===== config.mk =====
export PLATFORM = sky130hd
export DESIGN_NAME = io_bus_bridge_flat
export DESIGN_NICKNAME = d
export VERILOG_FILES = /design/src/rtl/io_bus_bridge_if.sv /design/src/rtl/io_bus_bridge.sv /design/src/flat_wrapper.sv
export SDC_FILE = /design/constraint.sdc
export NUM_CORES = 1
export LEC_CHECK = 0
export ABC_AREA = 1
export CORE_ASPECT_RATIO = 1.1
export CORE_MARGIN = 2
export CORE_UTILIZATION = 38
export CTS_BUF_LIST = sky130_fd_sc_hd__clkbuf_8 sky130_fd_sc_hd__clkbuf_16
export CTS_CLUSTER_SIZE = 14
export DETAILED_ROUTE_END_ITERATION = 8
export PLACE_DENSITY = 0.76
export RECOVER_POWER = 50
export SLEW_MARGIN = 0
export SYNTH_ARGS = -nofsm -noshare
export SYNTH_HDL_FRONTEND = slang
export SYNTH_SLANG_ARGS = --single-unit
export TNS_END_PERCENT = 30

===== constraint.sdc =====
create_clock -name clk_clk -period 1.3 [get_ports clk_clk]
set_input_delay 0.13 -clock clk_clk [delete_from_list [all_inputs] [get_ports clk_clk]]
set_output_delay 0.13 -clock clk_clk [all_outputs]
set_load 0.02 [all_outputs]

===== src/rtl/io_bus_bridge_if.sv =====
// Generic 8-bit I/O bus (20-bit address). It is used twice: once for the CPU-facing port
// and once for the slave-tree port. The master drives the request side; the slave drives the response side.
interface io_bus_bridge_if;
  logic [19:0] address;
  logic        read;
  logic        write;
  logic [7:0]  wdata;
  logic        ack;
  logic [7:0]  rdata;
  logic        irq;

  modport master (output address, read, write, wdata, input ack, rdata, irq);
  modport slave  (input address, read, write, wdata, output ack, rdata, irq);
endinterface


===== src/rtl/io_bus_bridge.sv =====
// Registered CPU-to-slave-tree I/O bridge: strobe/ack conversion, optional access timeout
// (enabled by IO_BRIDGE_TIMEOUT_EN), and a two-flop interrupt synchroniser.
module io_bus_bridge #(
    parameter int unsigned g_timeout = 255
) (
    input  logic                  clk_clk,
    input  logic                  reset_reset_n,
    io_bus_bridge_if.slave        up,
    io_bus_bridge_if.master       dn,
    output logic                  timeout_flag,
    output logic [19:0]           timeout_addr,
    input  logic                  timeout_clear
);

    typedef enum logic [1:0] {IDLE, BUSY, RECOVER} state_t;

    state_t      state_q;
    logic        is_rd_q;
    logic        ack_q, rd_q, wr_q;
    logic [7:0]  rdata_q, wdata_q;
    logic [19:0] addr_q;
    logic        irq_meta_q, irq_sync_q;
    logic        expire;

`ifdef IO_BRIDGE_TIMEOUT_EN
    localparam int CW = $clog2(g_timeout);
    localparam logic [CW-1:0] CNT_MAX = CW'(g_timeout - 1);

    logic [CW-1:0] cnt_q;
    logic          to_flag_q;
    logic [19:0]   to_addr_q;

    assign expire = (cnt_q == CNT_MAX);

    always_ff @(posedge clk_clk or negedge reset_reset_n) begin
        if (!reset_reset_n) begin
            cnt_q     <= '0;
            to_flag_q <= 1'b0;
            to_addr_q <= '0;
        end else begin
            if (state_q == IDLE && (up.read || up.write))
                cnt_q <= '0;
            else if (state_q == BUSY && !dn.ack && !expire)
                cnt_q <= cnt_q + CW'(1);

            // A late ack in the expiry cycle still counts as a normal completion.
            if (state_q == BUSY && !dn.ack && expire) begin
                to_flag_q <= 1'b1;
                if (!to_flag_q || timeout_clear)
                    to_addr_q <= addr_q;
            end else if (timeout_clear) begin
                to_flag_q <= 1'b0;
            end
        end
    end

    assign timeout_flag = to_flag_q;
    assign timeout_addr = to_addr_q;
`else
    logic unused_cfg;

    assign expire       = 1'b0;
    assign timeout_flag = 1'b0;
    assign timeout_addr = '0;
    assign unused_cfg   = &{1'b0, timeout_clear, (g_timeout != 0)};
`endif

    always_ff @(posedge clk_clk or negedge reset_reset_n) begin
        if (!reset_reset_n) begin
            state_q <= IDLE;
            is_rd_q <= 1'b0;
            ack_q   <= 1'b0;
            rd_q    <= 1'b0;
            wr_q    <= 1'b0;
            rdata_q <= 8'h00;
            wdata_q <= 8'h00;
            addr_q  <= '0;
        end else begin
            ack_q <= 1'b0;
            rd_q  <= 1'b0;
            wr_q  <= 1'b0;
            case (state_q)
                IDLE: begin
                    // Write has priority when both requests are raised together.
                    if (up.write || up.read) begin
                        addr_q  <= up.address;
                        wdata_q <= up.wdata;
                        wr_q    <= up.write;
                        rd_q    <= !up.write;
                        is_rd_q <= !up.write;
                        state_q <= BUSY;
                    end
                end
                BUSY: begin
                    if (dn.ack) begin
                        if (is_rd_q) rdata_q <= dn.rdata;
                        ack_q   <= 1'b1;
                        state_q <= RECOVER;
                    end else if (expire) begin
                        if (is_rd_q) rdata_q <= 8'hFF;
                        ack_q   <= 1'b1;
                        state_q <= RECOVER;
                    end
                end
                RECOVER: state_q <= IDLE;
                default: state_q <= IDLE;
            endcase
        end
    end

    always_ff @(posedge clk_clk or negedge reset_reset_n) begin
        if (!reset_reset_n) begin
            irq_meta_q <= 1'b0;
            irq_sync_q <= 1'b0;
        end else begin
            irq_meta_q <= dn.irq;
            irq_sync_q <= irq_meta_q;
        end
    end

    assign up.ack     = ack_q;
    assign up.rdata   = rdata_q;
    assign up.irq     = irq_sync_q;
    assign dn.address = addr_q;
    assign dn.read    = rd_q;
    assign dn.write   = wr_q;
    assign dn.wdata   = wdata_q;

endmodule


===== src/flat_wrapper.sv =====
// flat-port wrapper written by rule: the top's interface ports become plain ports
module io_bus_bridge_flat 
#(
    parameter int unsigned g_timeout = 255
)
  (clk_clk, reset_reset_n, timeout_flag, timeout_addr, timeout_clear, up_address, up_read, up_write, up_wdata, up_ack, up_rdata, up_irq, dn_address, dn_read, dn_write, dn_wdata, dn_ack, dn_rdata, dn_irq);
  io_bus_bridge_if up_i ();
  io_bus_bridge_if dn_i ();
  input  logic clk_clk;
  input  logic reset_reset_n;
  output logic timeout_flag;
  output logic [19:0] timeout_addr;
  input  logic timeout_clear;
  input wire logic [$bits(up_i.address)-1:0] up_address;
  input wire logic [$bits(up_i.read)-1:0] up_read;
  input wire logic [$bits(up_i.write)-1:0] up_write;
  input wire logic [$bits(up_i.wdata)-1:0] up_wdata;
  output wire logic [$bits(up_i.ack)-1:0] up_ack;
  output wire logic [$bits(up_i.rdata)-1:0] up_rdata;
  output wire logic [$bits(up_i.irq)-1:0] up_irq;
  output wire logic [$bits(dn_i.address)-1:0] dn_address;
  output wire logic [$bits(dn_i.read)-1:0] dn_read;
  output wire logic [$bits(dn_i.write)-1:0] dn_write;
  output wire logic [$bits(dn_i.wdata)-1:0] dn_wdata;
  input wire logic [$bits(dn_i.ack)-1:0] dn_ack;
  input wire logic [$bits(dn_i.rdata)-1:0] dn_rdata;
  input wire logic [$bits(dn_i.irq)-1:0] dn_irq;
  assign up_i.address = up_address;
  assign up_i.read = up_read;
  assign up_i.write = up_write;
  assign up_i.wdata = up_wdata;
  assign up_ack = up_i.ack;
  assign up_rdata = up_i.rdata;
  assign up_irq = up_i.irq;
  assign dn_address = dn_i.address;
  assign dn_read = dn_i.read;
  assign dn_write = dn_i.write;
  assign dn_wdata = dn_i.wdata;
  assign dn_i.ack = dn_ack;
  assign dn_i.rdata = dn_rdata;
  assign dn_i.irq = dn_irq;
  io_bus_bridge #(.g_timeout(g_timeout)) u_core (.clk_clk(clk_clk), .reset_reset_n(reset_reset_n), .up(up_i), .dn(dn_i), .timeout_flag(timeout_flag), .timeout_addr(timeout_addr), .timeout_clear(timeout_clear));
endmodule

After elaboration in Yosys (flattened, before gate mapping)
Cells that the tools add are included.
Widths: inputs -> output; s select.

storage, ports and cells
  RAM bits = 0
  bits in read-only memories = 0
  register bits = 44
  bits in latches = 0
  logic and storage cells = 28
  memories kept = 0

cells by class
  bitwise gates (word level) = 0
  eq/ne operators = 3
  multipliers = 0
  magnitude comparators = 0
  add/sub/neg operators = 0
  div/mod/pow operators = 0
  shifts and indexed selects = 0
  reduce and logical (&&, ||, !) cells = 6
  muxes and demuxes = 9

operator list
  operator            number
  $mux 1              6
  $mux 2              2
  $pmux 2 s2          1
  $reduce_and 2->1    2
  $reduce_and 3->1    1
  $eq 2x1->1 const B  1
  $logic_not 2->1     1
  $ne 2x1->1 const B  1
  $ne 2x2->1 const B  1
  $logic_not 1->1     1
  $logic_or 1x1->1    1

Logic depth before layout (Yosys ltp)
  word-level depth = 3
  gate-level depth with buffers = 5

Least setup slack after synthesis
Ideal clock, no wire load.

  path type = register to register
  start point = register u_core.state_q[1]
  end point = register u_core.addr_q[0], in the netlist u_core.dn.address[0]
  path buffers = 1
  library setup time = 0.117 ns
  slack = 0.270 ns
  cell stages (with the launch flop) = 6
  data arrival time = 0.913 ns
  cells stage by stage = dfrtp_1 nor2_2 nand2_1 buf_2 nand2_1 nand2_1

on the way
  longest elaborated chain between the ends = 2

ends and longest elaborated chain
  element                     line                 source
  start: declaration          io_bus_bridge.sv:17  state_t state_q;
  start signal: assignment    io_bus_bridge.sv:70  state_q <= IDLE;
  start signal: assignment    io_bus_bridge.sv:91  state_q <= BUSY;
  start signal: assignment    io_bus_bridge.sv:98  state_q <= RECOVER;
  $logic_not 2->1             io_bus_bridge.sv:82  case (state_q)
  $reduce_and 2->1 (no line)  --
  end signal: assignment      io_bus_bridge.sv:86  addr_q <= up.address;
  end: declaration            io_bus_bridge.sv:21  logic [19:0] addr_q;

Every way passes these cells.
A chain may end at the register's enable or synchronous reset.

Worst setup path in the final report
  start point = register u_core.state_q[1]
  end point = register u_core.rdata_q[4], in the netlist u_core.up.rdata[4]

on the way
  longest elaborated chain between the ends = 2

ends and longest elaborated chain
  element                     line                 source
  $eq 2x1->1                  io_bus_bridge.sv:82
  $reduce_and 3->1 (no line)  --
  end signal: assignment      io_bus_bridge.sv:96  if (is_rd_q) rdata_q <= dn.rdata;
  end: declaration            io_bus_bridge.sv:20  logic [7:0] rdata_q, wdata_q;

Every way passes these cells.

==> results.py <==
metrics = {
    "run_status": {
        "status": "complete, no violations",
    },
    "routing": {
        "ant_nets": 0,
        "routedWlPerCell_microns": 12.4,
        "wirelength_mm": 4.27,
        "drc": 0,
        "vias_per_cell": 4.61,
        "vias": 1585,
        "first_pass_iters": 4,
        "drt_iter0_markers": 81,
    },
    "power": {
        "power_frac_comb_pct": 46.3,
        "p_leak_nw": 1.48,
        "power.total_w": 0.00630,
        "pwr-share-clk_pct": 17.7,
        "p_int_w": 0.00375,
        "switching_share_pct": 40.5,
        "power.density_nw_per_um2": 2290,
        "vdd_drop_max_v": 0.000935,
        "switchingPower_w": 0.00255,
        "p_seq_share_pct": 36.1,
    },
    "floorplan": {
        "num_rows": 26,
        "dieWidth_microns": 71.1,
        "design.die.area_sq_um": 5540,
        "initial_core_util_pct": 39.9,
        "die-height_microns": 77.8,
        "core-area_sq_um": 4720,
        "pin_count": 104,
    },
    "global_routing": {
        "grt_pass1_vias": 1507,
        "grt_pass1_wl_mm": 6.93,
        "overflow": 0,
        "grt_max_degree": 31,
        "grt_antenna_before_repair": 0,
        "grt.total_usage_pct": 15.8,
    },
    "timing": {
        "fmax_ghz": 0.858,
        "finalHoldViolCount": 0,
        "rsz0062_at_grt": "no",
        "finalMaxSlewViolations": 0,
        "finalCriticalPeriod_ns": 1.17,
        "period_share_pct": 89.6,
        "setup_violations": 0,
        "finalWorstSetupSlack_ns": 0.135,
        "fin_worst_skew_ns": 0.00425,
    },
    "setup_path": {
        "ff2ff_setup_slack_ns": 0.13,
        "worstSetupStartpointType": "flip-flop",
        "rr_startpoint": "u_core.state_q[1]",
        "reg2reg_to": "u_core.up.rdata[4]",
        "crit_arrival_ns": 1.35,
        "crit_type": "flip-flop to flip-flop",
        "cp-end-kind": "flip-flop",
        "crit_required_ns": 1.48,
        "ff2ff_path_depth": 4,
        "worstPathMaxFanout": 8,
        "startpoint": "u_core.state_q[1]",
    },
    "synthesis": {
        "async_flop_share_pct": 100,
        "synth_most_common_cell": "nand2_1",
        "ys_seq_area_share_pct": 58.5,
        "synth_cell_types": 15,
        "synth_top_area_share_pct": 58.5,
        "ys_top_cells_by_count": "75 x nand2_1, 44 x dfrtp_1, 28 x nand3_1, 22 x buf_4, 9 x nand4_1",
        "synth_edf_count": 0,
        "syn-instance-count": 201,
        "postSynthAreaPerCell_sq_um": 9.37,
        "yosys-top-cells-area": "dfrtp_1 58%, nand2_1 15%, buf_4 8.8%, nand3_1 7.4%, nand4_1 3.0%",
        "ys_seq_elements": 44,
        "ys_warn_count": 0,
        "synth_ff_type": "dfrtp_1",
        "syn_area_sq_um": 1880,
        "yosys.area.top_type": "dfrtp_1",
    },
    "clocking": {
        "htreeDepth": 2,
        "cts_tree": "yes",
        "cts-buffers-inserted": 5,
        "clock_tree.buffer_depth": 2,
        "clock-sinks": 44,
        "path_clk_slew_ns": 0.08,
        "root_buffer": "clkbuf_8",
        "clk_latency_ns": 0.29,
    },
    "layout": {
        "n_antenna_cell": 0,
        "area_growth_pct": 46.4,
        "layout-drive-gt1-share_pct": 6.60,
        "final_nets": 330,
    },
    "placement": {
        "post-place-ws_ns": -0.0401,
        "port_buffers": 81,
        "place_hpwl_mm": 3.09,
        "gp_congestion": 0.728,
    },
    "run": {
        "drv_cap": 0,
    },
    "hold_path": {
        "min_path_type": "primary input to asynchronous set/reset pin",
    },
}
## metrics by stage
stage	instances	TNS, ns	utilization (%)	hold slack (ns)	cell area (sq um)
after global routing	344	0	58.4	0.311	2760
after floorplan	221	0	-	-0.166	1960
after global placement	335	-0.699	56.9	0.0674	2690
after CTS	344	0	58.8	0.278	2770
final	344	0	58.4	0.275	2760
after detailed placement	335	-0.887	56.9	0.0747	2690
## area by class of cell
| type | count | area (sq um) |
|---|---|---|
| fillers | 455 | 1960 |
| clock buffers | 7 | 96.3 |
| clock inverters | 1 | 30.0 |
| well taps | 56 | 70.1 |
| repair buffers | 91 | 842 |
| inverters | 3 | 11.3 |
| flip-flops and latches | 44 | 1100 |
| multi-input cells | 142 | 606 |
## routing by layer
layer / vias up / share of wire (%) / GRT usage (%)
li1: 772 / - / -
met1: 749 / 43 / 19.2
met2: 58 / 49 / 27.3
met3: 6 / 7.0 / 4.16
met4: 0 / 1.4 / 5.09
met5: - / 0 / 0
## power by group through the flow
stage	clock, W	combinational [W]	sequential (W)
CTS	0.00115	0.00299	0.00228
global route	0.00120	0.00319	0.00236
floorplan	0	0.00114	0.00301
detailed placement	0	0.00338	0.00233
finish	0.00111	0.00292	0.00228
global placement	0	0.00331	0.00231
## cells by family after synthesis
family | share of synthesized area, %
simple gates | 27.7
flops | 58.5
buf+inv | 13.4
compound gates | 0.266
other cells | 0.199
## timing repair
| item | in CTS | in global routing |
|---|---|---|
| buffers inserted | 0 | 0 |
| resized for setup | 40 | 0 |
| hold buffers | 1 | 0 |
| setup endpoints to repair | 40 | 0 |
| hold endpoints to repair | 15 | 0 |
## layout by cell type (no fill, tap or decap)
cell	count
nand2_1	75
dfrtp_1	44
dlygate4sd2_1	40
clkdlybuf4s50_1	38
nand3_1	28
conb_1	21
nand4_1	9
clkbuf_8	7
buf_4	6
inv_1	3
dlygate4sd3_1	3
nor3_1	2
nor2_2	2
nor2_1	2
nor3b_1	1
or2_1	1
a21oi_1	1
bufinv_16	1
buf_2	1
buf_12	1
clkbuf_4	1
clkbuf_1	1
## worst max-delay path by stage
stage                       endpoint  slack (ns)  cells after the start
2_1_floorplan   u_core.dn.address[0]        0.27                      5
3_3_place_gp   u_core.dn.address[13]       -0.03                      6
3_5_place_dp   u_core.dn.address[15]       -0.04                      6
4_1_cts           u_core.up.rdata[4]        0.11                      4
5_1_grt           u_core.up.rdata[4]        0.04                      4
6_report          u_core.up.rdata[4]        0.13                      4
## flip-flops by register name, indices dropped and copies added, names as in the netlist
register	flops
u_core.dn.address	20
u_core.dn.read	1
u_core.dn.wdata	8
u_core.dn.write	1
u_core.irq_meta_q	1
u_core.is_rd_q	1
u_core.state_q	2
u_core.up.ack	1
u_core.up.irq	1
u_core.up.rdata	8
## worst max-delay path: stages (launching register included)
cell	delay, ns
dfrtp_1	0.46
inv_1	0.08
nand4_1	0.29
nand2_1	0.16
nand2_1	0.06
Power figures use the tool's default switching activity.
